## src/rtl/alu_issue_pkg.sv

```systemverilog
// Shared ALU opcode encodings, issue-stage state encoding and payload types.
package alu_issue_pkg;

  localparam int unsigned XLEN = 32;
  localparam int unsigned RW   = 5;
  localparam int unsigned CW   = 3;
  localparam int unsigned IMMW = 16;
  localparam int unsigned FW   = 3;
  localparam int unsigned RCW  = 16;

  typedef enum logic [CW-1:0] {
    ALU_AND = 3'b000,
    ALU_OR  = 3'b001,
    ALU_ADD = 3'b010,
    ALU_XOR = 3'b011,
    ALU_NOR = 3'b100,
    ALU_SUB = 3'b110
  } alu_op_e;

  typedef enum logic [1:0] {
    IDLE = 2'd0,
    BUSY = 2'd1,
    HALT = 2'd2
  } issue_state_e;

  // Contents of the issue register feeding alu32.
  typedef struct packed {
    logic [XLEN-1:0] a;
    logic [XLEN-1:0] b;
    logic [CW-1:0]   ctrl;
    logic [RW-1:0]   rd;
  } issue_t;

  function automatic logic [XLEN-1:0] sext_imm(input logic [IMMW-1:0] imm);
    return {{(XLEN-IMMW){imm[IMMW-1]}}, imm};
  endfunction

endpackage

```

## src/rtl/alu_issue_if.sv

```systemverilog
// Instruction handshake and writeback bus between the issue stage and its producer.
interface alu_issue_if;
  import alu_issue_pkg::*;

  logic            in_valid;
  logic            in_ready;
  logic [RW-1:0]   in_rs;
  logic [RW-1:0]   in_rt;
  logic [RW-1:0]   in_rd;
  logic [CW-1:0]   in_ctrl;
  logic            in_use_imm;
  logic [IMMW-1:0] in_imm;
  logic            wb_valid;
  logic [RW-1:0]   wb_rd;
  logic [XLEN-1:0] wb_data;
  logic [FW-1:0]   wb_flags;

  modport master (
    output in_valid, in_rs, in_rt, in_rd, in_ctrl, in_use_imm, in_imm,
    input  in_ready, wb_valid, wb_rd, wb_data, wb_flags
  );

  modport slave (
    input  in_valid, in_rs, in_rt, in_rd, in_ctrl, in_use_imm, in_imm,
    output in_ready, wb_valid, wb_rd, wb_data, wb_flags
  );

endinterface

```

## src/rtl/alu_issue_regfile.sv

```systemverilog
// Architectural register file: two combinational read ports, a debug read port, one write port, r0 reads zero.
module alu_regfile
  import alu_issue_pkg::*;
#(
  parameter int unsigned NREGS = 32
) (
  input  logic            clk,
  input  logic            rst_n,
  input  logic [RW-1:0]   ra_num,
  output logic [XLEN-1:0] ra_data_c,
  input  logic [RW-1:0]   rb_num,
  output logic [XLEN-1:0] rb_data_c,
  input  logic [RW-1:0]   dbg_num,
  output logic [XLEN-1:0] dbg_data_c,
  input  logic            we,
  input  logic [RW-1:0]   wr_num,
  input  logic [XLEN-1:0] wr_data
);

  localparam int unsigned IW = (NREGS > 1) ? $clog2(NREGS) : 1;

  logic [XLEN-1:0] mem_q [NREGS];
  logic [XLEN-1:0] mem_d [NREGS];

  // r0 and numbers beyond the file are never stored and always read zero.
  function automatic logic live(input logic [RW-1:0] num);
    return (num != '0) && (32'(num) < NREGS);
  endfunction

  assign ra_data_c  = live(ra_num)  ? mem_q[IW'(ra_num)]  : '0;
  assign rb_data_c  = live(rb_num)  ? mem_q[IW'(rb_num)]  : '0;
  assign dbg_data_c = live(dbg_num) ? mem_q[IW'(dbg_num)] : '0;

  always_comb begin
    mem_d = mem_q;
    if (we && live(wr_num)) begin
      mem_d[IW'(wr_num)] = wr_data;
    end
  end

  always_ff @(posedge clk or negedge rst_n) begin
    if (!rst_n) begin
      mem_q <= '{default: '0};
    end else begin
      mem_q <= mem_d;
    end
  end

endmodule

```

## src/rtl/alu_issue.sv

```systemverilog
// Single-entry issue stage for an external alu32: operand read with forwarding, writeback, overflow trap.
module alu_issue
  import alu_issue_pkg::*;
#(
  parameter int unsigned NREGS = 32
) (
  input  logic            clock,
  input  logic            reset,
  alu_issue_if.slave      io,
  output logic [XLEN-1:0] alu_A,
  output logic [XLEN-1:0] alu_B,
  output logic [CW-1:0]   alu_control,
  input  logic [XLEN-1:0] alu_out,
  input  logic            alu_overflow,
  input  logic            alu_zero,
  input  logic            alu_negative,
  output logic            halted,
  input  logic            clear,
  output logic [RCW-1:0]  retire_count,
  input  logic [RW-1:0]   dbg_num,
  output logic [XLEN-1:0] dbg_data
);

  issue_state_e    state_q, state_d;
  issue_t          iss_q, iss_d;
  logic            wb_valid_q, wb_valid_d;
  logic [RW-1:0]   wb_rd_q, wb_rd_d;
  logic [XLEN-1:0] wb_data_q, wb_data_d;
  logic [FW-1:0]   wb_flags_q, wb_flags_d;
  logic [RCW-1:0]  retire_q, retire_d;
  logic            halted_q, halted_d;

  logic [XLEN-1:0] rs_data, rt_data, op_a, op_b, rt_fwd;
  logic            busy, trap, accept, fwd_ok, rf_we;

  alu_regfile #(.NREGS(NREGS)) u_rf (
    .clk        (clock),
    .rst_n      (reset),
    .ra_num     (io.in_rs),
    .ra_data_c  (rs_data),
    .rb_num     (io.in_rt),
    .rb_data_c  (rt_data),
    .dbg_num    (dbg_num),
    .dbg_data_c (dbg_data),
    .we         (rf_we),
    .wr_num     (iss_q.rd),
    .wr_data    (alu_out)
  );

  assign busy   = (state_q == BUSY);
  assign trap   = busy && alu_overflow &&
                  ((iss_q.ctrl == CW'(ALU_ADD)) || (iss_q.ctrl == CW'(ALU_SUB)));
  assign rf_we  = busy && !trap;
  assign fwd_ok = rf_we && (iss_q.rd != '0);

  assign io.in_ready = reset && (state_q != HALT);
  assign accept      = io.in_valid && io.in_ready;

  // The in-flight result is written this edge, so the file still holds the stale value.
  always_comb begin
    op_a   = (fwd_ok && (iss_q.rd == io.in_rs)) ? alu_out : rs_data;
    rt_fwd = (fwd_ok && (iss_q.rd == io.in_rt)) ? alu_out : rt_data;
    op_b   = io.in_use_imm ? sext_imm(io.in_imm) : rt_fwd;
  end

  always_comb begin
    state_d    = state_q;
    iss_d      = iss_q;
    wb_valid_d = 1'b0;
    wb_rd_d    = wb_rd_q;
    wb_data_d  = wb_data_q;
    wb_flags_d = wb_flags_q;
    retire_d   = retire_q;

    if (busy) begin
      wb_valid_d = 1'b1;
      wb_rd_d    = iss_q.rd;
      wb_data_d  = alu_out;
      wb_flags_d = trap ? FW'(3'b001) : {alu_negative, alu_zero, alu_overflow};
      if (!trap) begin
        retire_d = retire_q + RCW'(1);
      end
    end

    // A trap drops whatever was accepted on the same edge.
    if (accept && !trap) begin
      iss_d.a    = op_a;
      iss_d.b    = op_b;
      iss_d.ctrl = io.in_ctrl;
      iss_d.rd   = io.in_rd;
    end

    unique case (state_q)
      IDLE:    if (accept) state_d = BUSY;
      BUSY: begin
        if (trap)        state_d = HALT;
        else if (accept) state_d = BUSY;
        else             state_d = IDLE;
      end
      HALT:    if (clear) state_d = IDLE;
      default: state_d = IDLE;
    endcase

    halted_d = (state_d == HALT);
  end

  always_ff @(posedge clock or negedge reset) begin
    if (!reset) begin
      state_q    <= IDLE;
      iss_q      <= '0;
      wb_valid_q <= 1'b0;
      wb_rd_q    <= '0;
      wb_data_q  <= '0;
      wb_flags_q <= '0;
      retire_q   <= '0;
      halted_q   <= 1'b0;
    end else begin
      state_q    <= state_d;
      iss_q      <= iss_d;
      wb_valid_q <= wb_valid_d;
      wb_rd_q    <= wb_rd_d;
      wb_data_q  <= wb_data_d;
      wb_flags_q <= wb_flags_d;
      retire_q   <= retire_d;
      halted_q   <= halted_d;
    end
  end

  assign alu_A        = iss_q.a;
  assign alu_B        = iss_q.b;
  assign alu_control  = iss_q.ctrl;
  assign io.wb_valid  = wb_valid_q;
  assign io.wb_rd     = wb_rd_q;
  assign io.wb_data   = wb_data_q;
  assign io.wb_flags  = wb_flags_q;
  assign retire_count = retire_q;
  assign halted       = halted_q;

endmodule

```

## src/flat_wrapper.sv

```systemverilog
// flat-port wrapper written by rule: the top's interface ports become plain ports
module alu_issue_flat import alu_issue_pkg::*;
#(
  parameter int unsigned NREGS = 32
)
  (clock, reset, alu_A, alu_B, alu_control, alu_out, alu_overflow, alu_zero, alu_negative, halted, clear, retire_count, dbg_num, dbg_data, io_in_valid, io_in_rs, io_in_rt, io_in_rd, io_in_ctrl, io_in_use_imm, io_in_imm, io_in_ready, io_wb_valid, io_wb_rd, io_wb_data, io_wb_flags);
  alu_issue_if io_i ();
  input  logic clock;
  input  logic reset;
  output logic [XLEN-1:0] alu_A;
  output logic [XLEN-1:0] alu_B;
  output logic [CW-1:0] alu_control;
  input  logic [XLEN-1:0] alu_out;
  input  logic alu_overflow;
  input  logic alu_zero;
  input  logic alu_negative;
  output logic halted;
  input  logic clear;
  output logic [RCW-1:0] retire_count;
  input  logic [RW-1:0] dbg_num;
  output logic [XLEN-1:0] dbg_data;
  input wire logic [$bits(io_i.in_valid)-1:0] io_in_valid;
  input wire logic [$bits(io_i.in_rs)-1:0] io_in_rs;
  input wire logic [$bits(io_i.in_rt)-1:0] io_in_rt;
  input wire logic [$bits(io_i.in_rd)-1:0] io_in_rd;
  input wire logic [$bits(io_i.in_ctrl)-1:0] io_in_ctrl;
  input wire logic [$bits(io_i.in_use_imm)-1:0] io_in_use_imm;
  input wire logic [$bits(io_i.in_imm)-1:0] io_in_imm;
  output wire logic [$bits(io_i.in_ready)-1:0] io_in_ready;
  output wire logic [$bits(io_i.wb_valid)-1:0] io_wb_valid;
  output wire logic [$bits(io_i.wb_rd)-1:0] io_wb_rd;
  output wire logic [$bits(io_i.wb_data)-1:0] io_wb_data;
  output wire logic [$bits(io_i.wb_flags)-1:0] io_wb_flags;
  assign io_i.in_valid = io_in_valid;
  assign io_i.in_rs = io_in_rs;
  assign io_i.in_rt = io_in_rt;
  assign io_i.in_rd = io_in_rd;
  assign io_i.in_ctrl = io_in_ctrl;
  assign io_i.in_use_imm = io_in_use_imm;
  assign io_i.in_imm = io_in_imm;
  assign io_in_ready = io_i.in_ready;
  assign io_wb_valid = io_i.wb_valid;
  assign io_wb_rd = io_i.wb_rd;
  assign io_wb_data = io_i.wb_data;
  assign io_wb_flags = io_i.wb_flags;
  alu_issue #(.NREGS(NREGS)) u_core (.clock(clock), .reset(reset), .io(io_i), .alu_A(alu_A), .alu_B(alu_B), .alu_control(alu_control), .alu_out(alu_out), .alu_overflow(alu_overflow), .alu_zero(alu_zero), .alu_negative(alu_negative), .halted(halted), .clear(clear), .retire_count(retire_count), .dbg_num(dbg_num), .dbg_data(dbg_data));
endmodule
```

## config.mk

```make
export PLATFORM = sky130hd
export DESIGN_NAME = alu_issue_flat
export DESIGN_NICKNAME = d
export VERILOG_FILES = /design/src/rtl/alu_issue_pkg.sv /design/src/rtl/alu_issue_if.sv /design/src/rtl/alu_issue_regfile.sv /design/src/rtl/alu_issue.sv /design/src/flat_wrapper.sv
export SDC_FILE = /design/constraint.sdc
export NUM_CORES = 2
export LEC_CHECK = 0
export CAP_MARGIN = 20
export CORE_MARGIN = 3
export CORE_UTILIZATION = 35
export CTS_BUF_LIST = sky130_fd_sc_hd__clkbuf_8
export CTS_CLUSTER_DIAMETER = 30
export DETAILED_ROUTE_END_ITERATION = 8
export SYNTH_ARGS = -nofsm -noshare
export SYNTH_HDL_FRONTEND = slang
export SYNTH_SLANG_ARGS = --single-unit
```

## constraint.sdc

```tcl
create_clock -name clock -period 6.9 [get_ports clock]
set_input_delay 1.38 -clock clock [delete_from_list [all_inputs] [get_ports clock]]
set_output_delay 1.38 -clock clock [all_outputs]
set_load 0.01 [all_outputs]
```

==> impl_results.md <==
- Outcome: completed
- Internal Power: 18.27 mW
- Nets: 4785
- Num ports: 237
- H-tree levels: 5
- Most used cell, CP: mux4_2
- Post-synth EDFFs: 0
- Setup TNS: 0 ps
- Yosys Warn Count: 0
- Main combinational cell family by area after synthesis: multiplexers
- R2R setup slack: 3020 ps
- R2R Path Start: u_core.state_q[1]
- DP Worst Slack: 968.1 ps
- CP Capture Point: dbg_data[30]
- CP startpoint: dbg_num[1]
- Clk pin slew, worst setup/hold paths: 60 ps
- Hold Crit Class: input pin to async pin
- PwrDens: 316.9 nW/um2
- ANT nets after route: 0
- CP max stage delay: 670 ps
- IO buf count: 236
- Final Hold Violating Endpoints: 0
- Sequential share of the synthesized area: a little over two fifths
- Total power: 25.41 mW
- Leading area contributor after synthesis: dfrtp_1
- Num CTS Buffers: around 320
- Largest net degree at the start of global routing: 164
- Sw power: roughly 7.1 mW
- Post-Synthesis Cells: between 4000 and 5000
- Slowest CP cell: buf_8
- Sequential Power Share: 38.0%
- Core Box Area: 193000 um2
- First-pass GRT wire length: 349500 um
- Setup crit end kind: output port
- Simple-gate area share of the yosys netlist: 3.063%
- Final Cycle Share: between 80 and 90%
- CTS Root Buffer Type: clkbuf_8
- DRT iter0 DRCs: between 4000 and 5000
- Post-CTS resize count: 0
- M1 wire length: 91970 um
- Combinational share of power: between 20% and 30%
- Fin crit period: 5930 ps
- CTS max path bufs: 4
- Area of the mapped netlist: 68140 um2
- Crit start category: input pin
- Clock network power share: 40.3%
- All-Layer GR Usage: 24.06%
- P_leak: 34.89 nW
- Wirelength per Cell: 32.27 um
- Seq cells post-synth: 1156
- RSZ-0062 raised after global routing: no
- Critical Path RT: 5520 ps
- CP Cell Sequence: buf_8 -> buf_12 -> mux4_2 -> mux4_2 -> mux2i_1 -> nor2_1 -> clkdlybuf4s50_1
- Rows: 161
- CP Max Fanout: slightly above 100
- Fillers: between 15000 and 20000
- Max layer used: met5
- DRC viols: 0
- Skew-Pair Late Insertion Delay: about 1000 ps
- Data arrival, critical path: 4550 ps
- Met3 wire len: roughly 18000 um
- Worst r2r path cells: 6
- Initial core utilization: 35.31%
- DR pass1 iterations: 8
- Synth cell types: 52
- Post-synth top cells: dfrtp_1, mux2_2, mux4_2, clkbuf_1, nand2_1
- Clock skew: 86.92 ps
- Synth Area in Adders: 0.01836%
- Area share of the largest cell type after synthesis: 42.46%
- Main synth FF type: dfrtp_1
- Die H: approximately 450 um
- DIE AREA: 200000 um2
- Final core utilization: between 40 and 50%
- Setup Buffers After CTS: 0
- Number of global-route vias before repair: 47930
- Final setup margin: a little under 1000 ps
- Die Wd: 447.2 um
- Total of max-cap violations: 0
- Max Freq: 168.6 MHz
- Asr flop ratio synth: 100.0%
- Syn nets: 4665
- Via-to-Cell Ratio: 6.215
- Slew @ Worst Pin: 1214 ps
- XOR/XNOR Fraction of Synth Area: 0.3214%
- Cts hold-fix bufs: 0
- Leading cell type by number of instances after synthesis: dfrtp_1
- Fraction of layout cells with a size suffix above 1: 51.42%
- CTS tree: yes
- Met2 WL post-DR: 117500 um
- Final wirelength: between 200000 and 250000 um
- Syn Area/Cell: around 15 um2
- Placer Congestion: 0.8189
- RR Endpoint: u_core.u_rf.mem_q[530]
- Synth-to-layout area growth: 17.65%
- Max-slew headroom: 18.90%
- HPWL after DPL: 138800 um
- Overflow after GRT: 0
- Worst hold slack: between 300 and 400 ps
- Post-synthesis mux area share: 46.66%
- Vias: between 40000 and 50000
- Crit Path Class: input pin to output port
- Clk sink count: 1156
- Synth Area in Compound Gates: under 10%
- Worst IR drop on VDD: 0.1575 mV
- Slew Limit Fails: 0
- # setup viols final: 0
- Net Sw Frac: between 20% and 30%
- Top post-synthesis cells by area: dfrtp_1, mux4_2, mux2_2
- Initial antenna violation count: 7
[power groups by stage]
stage / sequential, mW / combinational (mW) / clock [mW]
floorplan: 9.17 / 4.14 / 0
CTS: 9.61 / 5.55 / 10.4
global route: 9.85 / 5.90 / 10.8
global placement: 9.67 / 5.42 / 0
detailed placement: 9.71 / 5.52 / 0
finish: 9.66 / 5.52 / 10.2
[registers in the layout (all words and copies together), names as in the netlist]
register and flops:
u_core.u_rf.mem_q 1024, u_core.alu_A 32, u_core.alu_B 32, u_core.io.wb_data 32, u_core.retire_count 16, u_core.io.wb_rd 5
u_core.iss_q 5, u_core.alu_control 3, u_core.io.wb_flags 3, u_core.state_q 2, u_core.halted 1, u_core.io.wb_valid 1
[layout by cell type (no fill, tap or decap), drive strengths merged, types with 16 or more instances in the layout]
master and n:
a211oi 19, a21oi 57, a221oi 77, a222oi 32, a22oi 51, and2 17
and3 16, buf 169, bufinv 46, clkbuf 376, clkdlybuf4s50 221, clkinv 52
clkinvlp 28, dfrtp 1156, inv 53, mux2 993, mux2i 187, mux4 832
nand2 284, nor2 99, nor2b 23, o21ai 34, o22ai 17
[worst max-delay path, delay by kind of cell]
kind / cells / cell delay (ps)
muxes: 3 / 1210
buffers and inverters: 3 / 1700
and+or+nand+nor: 1 / 160
[cell families after synthesis]
| kind of cell | after synthesis |
|---|---|
| AOI/OAI and AO/OA | 310 |
| and+or+nand+nor | 483 |
| buffers and inverters | 598 |
| adders and majority gates | 1 |
| xor gates and xnor gates | 25 |
| DFF | 1156 |
| muxes | 2012 |
[per-layer routing]
| layer | vias up | global-route usage [%] |
|---|---|---|
| li1 | 18320 | - |
| met1 | 25030 | 30.32 |
| met2 | 2380 | 39.47 |
| met3 | 630 | 4.773 |
| met4 | 6 | 12.14 |
| met5 | - | 0 |
[stage by stage]
stage,instance area [um2],std cells
finish,80160,7460
global route,80160,7460
CTS,79860,7447
detailed placement,72710,6902
global placement,72590,6896
floorplan,68140,4585
[cell type report]
type                    count  area (um2)  share of cell area [%]
multi-input cells        2831       36710                   45.80
flip-flops and latches   1156       28930                   36.09
clock buffers             372        5120                   6.387
repair buffers            394        4178                   5.212
well taps                2526        3161                   3.943
clock inverters           173        2033                   2.536
inverters                   6       26.28                 0.03278
diodes                      2       5.005                0.006244
[worst min-delay path by stage]
stage | start | end | slack [ps] | cells after the start
floorplan | u_core.state_q[1] | u_core.state_q[0] | 420 | 1
global placement | u_core.u_rf.mem_q[998] | u_core.u_rf.mem_q[998] | 400 | 0
detailed placement | u_core.u_rf.mem_q[994] | u_core.u_rf.mem_q[994] | 400 | 0
CTS | reset | u_core.u_rf.mem_q[920] | 260 | 1
global route | reset | u_core.u_rf.mem_q[123] | 280 | 1
finish | reset | u_core.u_rf.mem_q[920] | 310 | 1
No activity file was read; power rests on OpenSTA's default activity.
